===== config.mk =====
export PLATFORM = sky130hd
export DESIGN_NAME = des_block_sequencer_flat
export DESIGN_NICKNAME = d
export VERILOG_FILES = /design/src/rtl/des_seq_pkg.sv /design/src/rtl/des_block_sequencer_if.sv /design/src/rtl/des_chain_unit.sv /design/src/rtl/des_block_sequencer.sv /design/src/flat_wrapper.sv
export SDC_FILE = /design/constraint.sdc
export NUM_CORES = 1
export LEC_CHECK = 0
export CAP_MARGIN = 20
export CORE_MARGIN = 3
export CORE_UTILIZATION = 30
export DETAILED_ROUTE_END_ITERATION = 16
export DONT_BUFFER_PORTS = 1
export REMOVE_ABC_BUFFERS = 1
export SETUP_SLACK_MARGIN = 0.1
export SYNTH_ARGS = -nofsm -noshare
export SYNTH_HDL_FRONTEND = slang
export SYNTH_SLANG_ARGS = --single-unit

===== constraint.sdc =====
create_clock -name sys_clk -period 6 [get_ports sys_clk]
set_input_delay 0.9 -clock sys_clk [delete_from_list [all_inputs] [get_ports sys_clk]]
set_output_delay 0.9 -clock sys_clk [all_outputs]
set_load 0.005 [all_outputs]

===== src/rtl/des_seq_pkg.sv =====
// Shared types and constants for the DES block sequencer.
package des_seq_pkg;

    typedef enum logic [2:0] {
        IDLE,
        RD0,
        RD1,
        RD2,
        ROUND,
        WR0,
        WR1,
        DONE
    } seq_state_e;

    localparam logic [3:0] ROUND_LAST    = 4'd15;
    localparam int         BLOCK_LATENCY = 21;

endpackage


===== src/rtl/des_block_sequencer_if.sv =====
// Control, RAM and DES-core signals of the block sequencer, bundled for port use.
interface des_block_sequencer_if #(
    parameter int ADDR_W = 9
);
    logic              start;
    logic              abort;
    logic              decrypt;
    logic              cbc_en;
    logic [63:0]       iv;
    logic [ADDR_W-2:0] num_blocks;

    logic [ADDR_W-1:0] rd_addr;
    logic [31:0]       rd_data;
    logic [ADDR_W-1:0] wr_addr;
    logic [31:0]       wr_data;
    logic              wr_en;

    logic [63:0]       des_in;
    logic [3:0]        des_round;
    logic              des_decrypt;
    logic [63:0]       des_out;

    logic              busy;
    logic              done;
    logic [ADDR_W-1:0] blocks_done;

    // The sequencer side.
    modport slave (
        input  start, abort, decrypt, cbc_en, iv, num_blocks, rd_data, des_out,
        output rd_addr, wr_addr, wr_data, wr_en, des_in, des_round, des_decrypt,
               busy, done, blocks_done
    );

    // The host / RAM / core side.
    modport master (
        output start, abort, decrypt, cbc_en, iv, num_blocks, rd_data, des_out,
        input  rd_addr, wr_addr, wr_data, wr_en, des_in, des_round, des_decrypt,
               busy, done, blocks_done
    );

endinterface


===== src/rtl/des_chain_unit.sv =====
// CBC chaining: pre-whitening on encrypt, post-whitening on decrypt, next chain value.
module des_chain_unit (
    input  logic        cbc_en,
    input  logic        decrypt,
    input  logic [63:0] blk_in,
    input  logic [63:0] chain,
    input  logic [63:0] des_in_cur,
    input  logic [63:0] des_out,
    output logic [63:0] des_in_next,
    output logic [63:0] result,
    output logic [63:0] chain_next
);

    // NOTE: every output gets a default first so no path through the
    // branches can leave one unassigned and infer a latch.
    always_comb begin
        des_in_next = blk_in;
        result      = des_out;
        chain_next  = chain;
        if (cbc_en) begin
            if (decrypt) begin
                // The block being decrypted is still held as the core input.
                result     = des_out ^ chain;
                chain_next = des_in_cur;
            end else begin
                des_in_next = blk_in ^ chain;
                chain_next  = des_out;
            end
        end
    end

endmodule


===== src/rtl/des_block_sequencer.sv =====
// Streams 64-bit blocks from an input RAM through an external DES core into an
// output RAM, 21 cycles per block, in ECB or CBC mode.
module des_block_sequencer #(
    parameter int ADDR_W = 9
) (
    input  logic                 sys_clk,
    input  logic                 reset,
    des_block_sequencer_if.slave bus
);
    import des_seq_pkg::*;

    localparam logic [ADDR_W-1:0] FULL_DEPTH = {1'b1, {(ADDR_W-1){1'b0}}};

    seq_state_e        state_q, state_d;
    logic [ADDR_W-1:0] rd_addr_q, rd_addr_d;
    logic [ADDR_W-1:0] wr_addr_q, wr_addr_d;
    logic [31:0]       wr_data_q, wr_data_d;
    logic              wr_en_q, wr_en_d;
    logic [63:0]       des_in_q, des_in_d;
    logic [3:0]        des_round_q, des_round_d;
    logic              decrypt_q, decrypt_d;
    logic              cbc_en_q, cbc_en_d;
    logic [ADDR_W-1:0] count_q, count_d;
    logic [63:0]       chain_q, chain_d;
    logic [31:0]       lo_q, lo_d;
    logic [63:0]       res_q, res_d;
    logic              busy_q, busy_d;
    logic              done_q, done_d;
    logic [ADDR_W-1:0] blocks_done_q, blocks_done_d;

    logic [63:0]       cu_des_in, cu_result, cu_chain;
    logic [ADDR_W-1:0] nxt_blk;
    logic [ADDR_W-1:0] blk_addr;

    des_chain_unit u_chain (
        .cbc_en      (cbc_en_q),
        .decrypt     (decrypt_q),
        .blk_in      ({bus.rd_data, lo_q}),
        .chain       (chain_q),
        .des_in_cur  (des_in_q),
        .des_out     (bus.des_out),
        .des_in_next (cu_des_in),
        .result      (cu_result),
        .chain_next  (cu_chain)
    );

    // blocks_done doubles as the index of the block in flight.
    assign nxt_blk  = blocks_done_q + ADDR_W'(1);
    assign blk_addr = {blocks_done_q[ADDR_W-2:0], 1'b0};

    always_comb begin
        state_d       = state_q;
        rd_addr_d     = rd_addr_q;
        wr_addr_d     = wr_addr_q;
        wr_data_d     = wr_data_q;
        wr_en_d       = 1'b0;
        des_in_d      = des_in_q;
        des_round_d   = des_round_q;
        decrypt_d     = decrypt_q;
        cbc_en_d      = cbc_en_q;
        count_d       = count_q;
        chain_d       = chain_q;
        lo_d          = lo_q;
        res_d         = res_q;
        busy_d        = busy_q;
        done_d        = 1'b0;
        blocks_done_d = blocks_done_q;

        case (state_q)
            IDLE: begin
                if (bus.start && !bus.abort) begin
                    decrypt_d     = bus.decrypt;
                    cbc_en_d      = bus.cbc_en;
                    count_d       = (bus.num_blocks == '0) ? FULL_DEPTH : {1'b0, bus.num_blocks};
                    chain_d       = bus.iv;
                    rd_addr_d     = '0;
                    wr_addr_d     = '0;
                    blocks_done_d = '0;
                    busy_d        = 1'b1;
                    state_d       = RD0;
                end
            end
            RD0: begin
                rd_addr_d = {rd_addr_q[ADDR_W-1:1], 1'b1};
                state_d   = RD1;
            end
            RD1: begin
                lo_d    = bus.rd_data;
                state_d = RD2;
            end
            RD2: begin
                des_in_d    = cu_des_in;
                des_round_d = '0;
                state_d     = ROUND;
            end
            ROUND: begin
                if (des_round_q == ROUND_LAST) begin
                    res_d     = cu_result;
                    chain_d   = cu_chain;
                    wr_addr_d = blk_addr;
                    wr_data_d = cu_result[31:0];
                    wr_en_d   = 1'b1;
                    state_d   = WR0;
                end else begin
                    des_round_d = des_round_q + 4'd1;
                end
            end
            WR0: begin
                wr_addr_d = {wr_addr_q[ADDR_W-1:1], 1'b1};
                wr_data_d = res_q[63:32];
                wr_en_d   = 1'b1;
                state_d   = WR1;
            end
            WR1: begin
                blocks_done_d = nxt_blk;
                if (nxt_blk == count_q) begin
                    state_d = DONE;
                end else begin
                    rd_addr_d = {nxt_blk[ADDR_W-2:0], 1'b0};
                    state_d   = RD0;
                end
            end
            DONE: begin
                done_d  = 1'b1;
                busy_d  = 1'b0;
                state_d = IDLE;
            end
            default: state_d = IDLE;
        endcase

        // Abort overrides whatever the state decided, including a pending done.
        if (bus.abort) begin
            state_d       = IDLE;
            wr_en_d       = 1'b0;
            busy_d        = 1'b0;
            done_d        = 1'b0;
            blocks_done_d = blocks_done_q;
        end
    end

    // NOTE: registers use non-blocking assignments so every flop samples the
    // values from before this edge, independent of statement order.
    always_ff @(posedge sys_clk) begin
        if (reset) begin
            state_q       <= IDLE;
            rd_addr_q     <= '0;
            wr_addr_q     <= '0;
            wr_data_q     <= '0;
            wr_en_q       <= 1'b0;
            des_in_q      <= '0;
            des_round_q   <= '0;
            decrypt_q     <= 1'b0;
            cbc_en_q      <= 1'b0;
            count_q       <= '0;
            chain_q       <= '0;
            lo_q          <= '0;
            res_q         <= '0;
            busy_q        <= 1'b0;
            done_q        <= 1'b0;
            blocks_done_q <= '0;
        end else begin
            state_q       <= state_d;
            rd_addr_q     <= rd_addr_d;
            wr_addr_q     <= wr_addr_d;
            wr_data_q     <= wr_data_d;
            wr_en_q       <= wr_en_d;
            des_in_q      <= des_in_d;
            des_round_q   <= des_round_d;
            decrypt_q     <= decrypt_d;
            cbc_en_q      <= cbc_en_d;
            count_q       <= count_d;
            chain_q       <= chain_d;
            lo_q          <= lo_d;
            res_q         <= res_d;
            busy_q        <= busy_d;
            done_q        <= done_d;
            blocks_done_q <= blocks_done_d;
        end
    end

    assign bus.rd_addr     = rd_addr_q;
    assign bus.wr_addr     = wr_addr_q;
    assign bus.wr_data     = wr_data_q;
    assign bus.wr_en       = wr_en_q;
    assign bus.des_in      = des_in_q;
    assign bus.des_round   = des_round_q;
    assign bus.des_decrypt = decrypt_q;
    assign bus.busy        = busy_q;
    assign bus.done        = done_q;
    assign bus.blocks_done = blocks_done_q;

endmodule


===== src/flat_wrapper.sv =====
// flat-port wrapper written by rule: the top's interface ports become plain ports
module des_block_sequencer_flat import des_seq_pkg::*;
#(
    parameter int ADDR_W = 9
)
  (sys_clk, reset, bus_start, bus_abort, bus_decrypt, bus_cbc_en, bus_iv, bus_num_blocks, bus_rd_data, bus_des_out, bus_rd_addr, bus_wr_addr, bus_wr_data, bus_wr_en, bus_des_in, bus_des_round, bus_des_decrypt, bus_busy, bus_done, bus_blocks_done);
  des_block_sequencer_if #(.ADDR_W(ADDR_W)) bus_i ();
  input  logic sys_clk;
  input  logic reset;
  input wire logic [$bits(bus_i.start)-1:0] bus_start;
  input wire logic [$bits(bus_i.abort)-1:0] bus_abort;
  input wire logic [$bits(bus_i.decrypt)-1:0] bus_decrypt;
  input wire logic [$bits(bus_i.cbc_en)-1:0] bus_cbc_en;
  input wire logic [$bits(bus_i.iv)-1:0] bus_iv;
  input wire logic [$bits(bus_i.num_blocks)-1:0] bus_num_blocks;
  input wire logic [$bits(bus_i.rd_data)-1:0] bus_rd_data;
  input wire logic [$bits(bus_i.des_out)-1:0] bus_des_out;
  output wire logic [$bits(bus_i.rd_addr)-1:0] bus_rd_addr;
  output wire logic [$bits(bus_i.wr_addr)-1:0] bus_wr_addr;
  output wire logic [$bits(bus_i.wr_data)-1:0] bus_wr_data;
  output wire logic [$bits(bus_i.wr_en)-1:0] bus_wr_en;
  output wire logic [$bits(bus_i.des_in)-1:0] bus_des_in;
  output wire logic [$bits(bus_i.des_round)-1:0] bus_des_round;
  output wire logic [$bits(bus_i.des_decrypt)-1:0] bus_des_decrypt;
  output wire logic [$bits(bus_i.busy)-1:0] bus_busy;
  output wire logic [$bits(bus_i.done)-1:0] bus_done;
  output wire logic [$bits(bus_i.blocks_done)-1:0] bus_blocks_done;
  assign bus_i.start = bus_start;
  assign bus_i.abort = bus_abort;
  assign bus_i.decrypt = bus_decrypt;
  assign bus_i.cbc_en = bus_cbc_en;
  assign bus_i.iv = bus_iv;
  assign bus_i.num_blocks = bus_num_blocks;
  assign bus_i.rd_data = bus_rd_data;
  assign bus_i.des_out = bus_des_out;
  assign bus_rd_addr = bus_i.rd_addr;
  assign bus_wr_addr = bus_i.wr_addr;
  assign bus_wr_data = bus_i.wr_data;
  assign bus_wr_en = bus_i.wr_en;
  assign bus_des_in = bus_i.des_in;
  assign bus_des_round = bus_i.des_round;
  assign bus_des_decrypt = bus_i.des_decrypt;
  assign bus_busy = bus_i.busy;
  assign bus_done = bus_i.done;
  assign bus_blocks_done = bus_i.blocks_done;
  des_block_sequencer #(.ADDR_W(ADDR_W)) u_core (.sys_clk(sys_clk), .reset(reset), .bus(bus_i));
endmodule

# == Word-level counts from Yosys, hierarchy flattened ==
# Cells that the tools add are included.
# word_totals
regBits,304
latchBits,0
mem_bits_rw,0
rom_bits,0
in_bits,174
out_inout_bits,131
word_cells,92
memories,0
# classes
n_addsub,2
mul,0
n_div,0
order_cmp,0
n_eq_ne,14
shifts,0
muxes,29
bitwise,5
reduce_logical,24
# op_table
op,count
$mux W64,8
$pmux W64 S2,1
$xor A64 B64 Y64,2
$pmux W32 S2,1
$pmux W9 S3,2
$mux W9,4
$mux W32,1
$pmux W3 S8,1
$pmux W9 S2,1
$eq A3 B3 Y1 const B,4
$reduce_and A2 Y1,6
$reduce_and A4 Y1,3
$reduce_bool A2 Y1,5
$add A9 B1 Y9 const B,1
$eq A9 B9 Y1,1
$mux W3,3
$reduce_and A3 Y1,3
$logic_not A8 Y1,1
$pmux W4 S2,1
$eq A3 B2 Y1 const B,2
$ne A2 B1 Y1 const B,3
$reduce_bool A3 Y1,2
$add A4 B1 Y4 const B,1
$eq A4 B4 Y1 const B,1
10 further kinds,16

# == Longest topological paths before layout ==
# logic_depth
ltp_word,5
depth_mapped,10
mapped_depth_nobuf,7

# == By module ==
# From an unflattened synthesis, not the netlist that was laid out.
# unflattened
hier_cells,1804
area_unflattened_um2,14290.0
# modules_own_cells
mod,n_inst,cells_each,area_each_um2,seq_area_each_um2
des_block_sequencer,1,1307,10892.9,5445.2
des_chain_unit,1,497,3397.0,0.0

# == Worst setup path after synthesis ==
# OpenSTA, ideal clock, no wires.
# synth_timing
path_type,register to register
from,"register u_core.blocks_done_q[1], in the netlist u_core.bus.blocks_done[1]"
to,"register u_core.rd_addr_q[7], in the netlist u_core.bus.rd_addr[7]"
setup_time_ns,0.074
arrival_time_ns,2.053
required_ns,5.926
slack_ns,3.873
path_stages_with_launch,10
path_buffers,2
period_less_slack_ns,2.127
path_cell_list,dfxtp_1 > ha_1 > nand3_2 > nor2_4 > xnor3_1 > and4bb_1 > buf_6 > buf_12 > a211o_1 > a31oi_1
# synth_between
elab_chain_cells,4
word_cells_on_any_way,6
classes_between,add/sub: 1; eq/ne: 2; mux: 2; reduce/logical: 1
# synth_rtl
item,line_no,rtl
"start, declared",des_block_sequencer.sv:29,"logic [ADDR_W-1:0] blocks_done_q, blocks_done_d;"
"start signal, assigned",des_block_sequencer.sv:177,blocks_done_q <= blocks_done_d;
$add A9 B1 Y9 (*),des_block_sequencer.sv:48,assign nxt_blk = blocks_done_q + ADDR_W'(1);
$eq A9 B9 Y1,des_block_sequencer.sv:116,if (nxt_blk == count_q) begin
$ne A2 B2 Y1 (no line),n/a,
$reduce_and A4 Y1 (no line),n/a,
"end signal, assigned",des_block_sequencer.sv:163,rd_addr_q <= rd_addr_d;
"end, declared",des_block_sequencer.sv:15,"logic [ADDR_W-1:0] rd_addr_q, rd_addr_d;"
# Mark *: on every way between the ends. The rest lies on a longest branch, timed or not. The select of a mux whose other input is x is not followed.
# A chain may end at the register's enable or synchronous reset.

# == Worst setup path after layout ==
# layout_timing
from,"register u_core.decrypt_q, in the netlist u_core.bus.des_decrypt"
to,output bus_des_decrypt
# layout_rtl
item,line_no,rtl
"start, declared",des_block_sequencer.sv:21,"logic decrypt_q, decrypt_d;"
"start signal, assigned",des_block_sequencer.sv:169,decrypt_q <= decrypt_d;
"end, declared",flat_wrapper.sv:24,output wire logic [$bits(bus_i.des_decrypt)-1:0] bus_des_decrypt;
# No word-level cell between the ends.

==> flow_summary.json <==
{
  "grt_antenna_before_repair": 2,
  "hold_slack_ns": 0.464,
  "grt_overflow": 0,
  "synth_common_cells": "272 x dfxtp_1, 259 x nor2_1, 257 x nand2_1",
  "slew_headroom": 0.284,
  "cts_setup_buffers": 0,
  "ioPinCount": 305,
  "fin_skew_ns": 0.0130,
  "netlist_instances": 1587,
  "slew_viol_final": 0,
  "post_cts_resize_count": 0,
  "setup_viol": 0,
  "totalWireLength_mm": 40.3,
  "place.gp.congestion": 0.836,
  "drtIter0Drc": 801,
  "postRouteAntennaNets": 0,
  "synthToLayoutAreaGrowth_pct": 11.0,
  "tightest_slew_ns": 1.07,
  "finalWorstSetupSlack_ns": 3.03,
  "synthDistinctLibCells": 47,
  "setup_tns_ns": 0,
  "row_count": 75,
  "synth.most_common_cell": "dfxtp_1",
  "multi_input_comb_area_sq_um": 6880,
  "period_share": 0.495,
  "maxCapViolations": 0,
  "hold_violations": 0,
  "fp.dieH_microns": 213,
  "grt_pass1_wl_mm": 60.5,
  "synth_top_cell_by_area": "dfxtp_1",
  "rsz0062_at_grt": "false",
  "ys.flop_type": "dfxtp_1",
  "grt_pass1_vias": 10200,
  "ir_drop_v": 0.000177,
  "nNetsFinal": 1671,
  "cp_num_buf_inv": 1,
  "synth_seq_area_share": 0.423,
  "slowest_delay_ns": 0.77,
  "ys_seq_elements": 272,
  "post-route-util": 0.339,
  "synth.avg_cell_area_sq_um": 8.12,
  "p_leak_nw": 4.39,
  "cts_inserted_buffers": 34,
  "status": "completed",
  "synth_edf_count": 0,
  "vias_per_cell": 5.23,
  "cp.arrival_ns": 2.07,
  "critPathSlowestCell": "buf_4",
  "p_per_area_nw_per_um2": 294,
  "crit_chain": "buf_4",
  "final_area_sq_um": 14300,
  "comb_power_share": 0.045,
  "crit_type": "reg2out",
  "clk_pin_slew_ns": 0.06,
  "die_w_microns": 213,
  "ys_async_sr_fraction": 0,
  "route.detailed.drc": 0,
  "dp_hpwl_mm": 24.5,
  "drt_pass1_iterations": 6,
  "drive_gt1_frac": 0.0605,
  "hold_buffers": 0,
  "gr-usage-all-layers": 0.170,
  "cp_data_required_time_ns": 5.10,
  "sw_frac_of_total": 0.226,
  "hold_class": "reg2reg",
  "startpoint_type": "register",
  "place_ws_ns": 3.34,
  "synth.area.top_cells": "dfxtp_1 42%, a211oi_1 9.4%, nor2_1 7.5%, nand2_1 7.5%, xor2_1 6.9%",
  "clkPwrFrac": 0.511,
  "htree_levels": 2,
  "wl_per_cell_microns": 19.5,
  "p_int_mw": 3.25,
  "seq_power_share": 0.445,
  "period_minus_slack_ns": 2.97,
  "max_freq_mhz": 337,
  "coreArea_sq_um": 42100,
  "grt_max_degree": 269,
  "port_buffers": 0,
  "dieArea_sq_um": 45500,
  "crit_path_max_fanout": 42,
  "num_vias": 10800,
  "yosysWarningCount": 0,
  "cts_tree": "yes",
  "end_kind": "primary output",
  "root_buffer": "clkbuf_16",
  "power_switching_uw": 950,
  "crit_family": "buffers and inverters",
  "synth_top_area_share": 0.423,
  "clock_sinks": 272,
  "clockBufferDepth": 3,
  "clock_latency_ns": 0.52,
  "register_area_sq_um": 5450,
  "n_fill_cell": 4382,
  "place_area_sq_um": 13100,
  "syn_area_sq_um": 12900,
  "initial_core_util": 0.306
}
## metal layers
layer	vias up	GRT usage	wire (microns)	part of all wire
li1	5267	-	-	-
met1	5078	0.213	16800	0.42
met2	342	0.275	19000	0.47
met3	90	0.0423	2970	0.074
met4	0	0.0784	1490	0.037
met5	-	0	0	0
## path summary, 6_finish.rpt
kind,from,endpoint,slack (ns),cells past startpoint
max reg2reg,u_core.state_q[2],u_core.res_q[50],3.29,6
max,u_core.bus.des_decrypt,bus_des_decrypt,3.03,1
min,u_core.count_q[6],u_core.count_q[6],0.46,2
min reg2reg,u_core.count_q[6],u_core.count_q[6],0.46,2
## stage by stage
step,cells,power (mW)
after detailed placement,1998,2.09
after global routing,2062,4.37
after global placement,1998,2.09
final,2062,4.20
after CTS,2060,4.27
after floorplan,1448,2.05
## kinds of logic after synthesis
logic type / synth area share
AND/OR/NAND/NOR: 0.181
AO/OA/AOI/OAI: 0.193
flip-flops: 0.423
XOR/XNOR: 0.103
buffers and inverters: 0.0475
multiplexers: 0.0505
adder cells (fa/ha/maj): 0.00194
## cell usage in the layout, fill, tap and decap left out, types with 8 or more instances in the layout
cell	count
nor2_1	256
clkbuf_16	37
clkbuf_8	10
nand3_1	23
nor3_1	8
dfxtp_1	271
mux2i_1	65
a22oi_1	41
nand2_1	256
buf_4	10
clkinv_2	8
xor2_1	101
a211oi_1	161
a21oi_1	157
xnor2_1	41
a31oi_1	9
## sequential cells by signal (all words and copies together), names as in the netlist
signal and cells:
u_core.state_q 3, u_core.lo_q 32, u_core.bus.busy 1, u_core.cbc_en_q 1, u_core.bus.blocks_done 9, u_core.bus.wr_data 32
u_core.res_q 32, u_core.bus.rd_addr 9, u_core.bus.des_decrypt 1, u_core.bus.wr_addr 9, u_core.bus.wr_en 1, u_core.bus.done 1
u_core.bus.des_round 4, u_core.chain_q 64, u_core.bus.des_in 64, u_core.count_q 9
## power by group through the flow
stage          Sequential (mW)  Combinational [mW]  Clock (mW)
3_3_place_gp              1.90               0.186           0
4_1_cts                   1.87               0.190        2.22
3_5_place_dp              1.91               0.189           0
2_1_floorplan             1.90               0.148           0
5_1_grt                   1.87               0.210        2.29
6_report                  1.87               0.187        2.14
## area by class of cell
class                           instances  area share
Multi-Input combinational cell       1173       0.481
Clock buffer                           51      0.0754
Inverter                                3    0.000788
Sequential cell                       272       0.381
Antenna cell                            2    0.000350
Timing Repair Buffer                   11     0.00665
Clock inverter                         11     0.00753
Tap cell                              539      0.0472
Power figures use the tool's default switching activity.
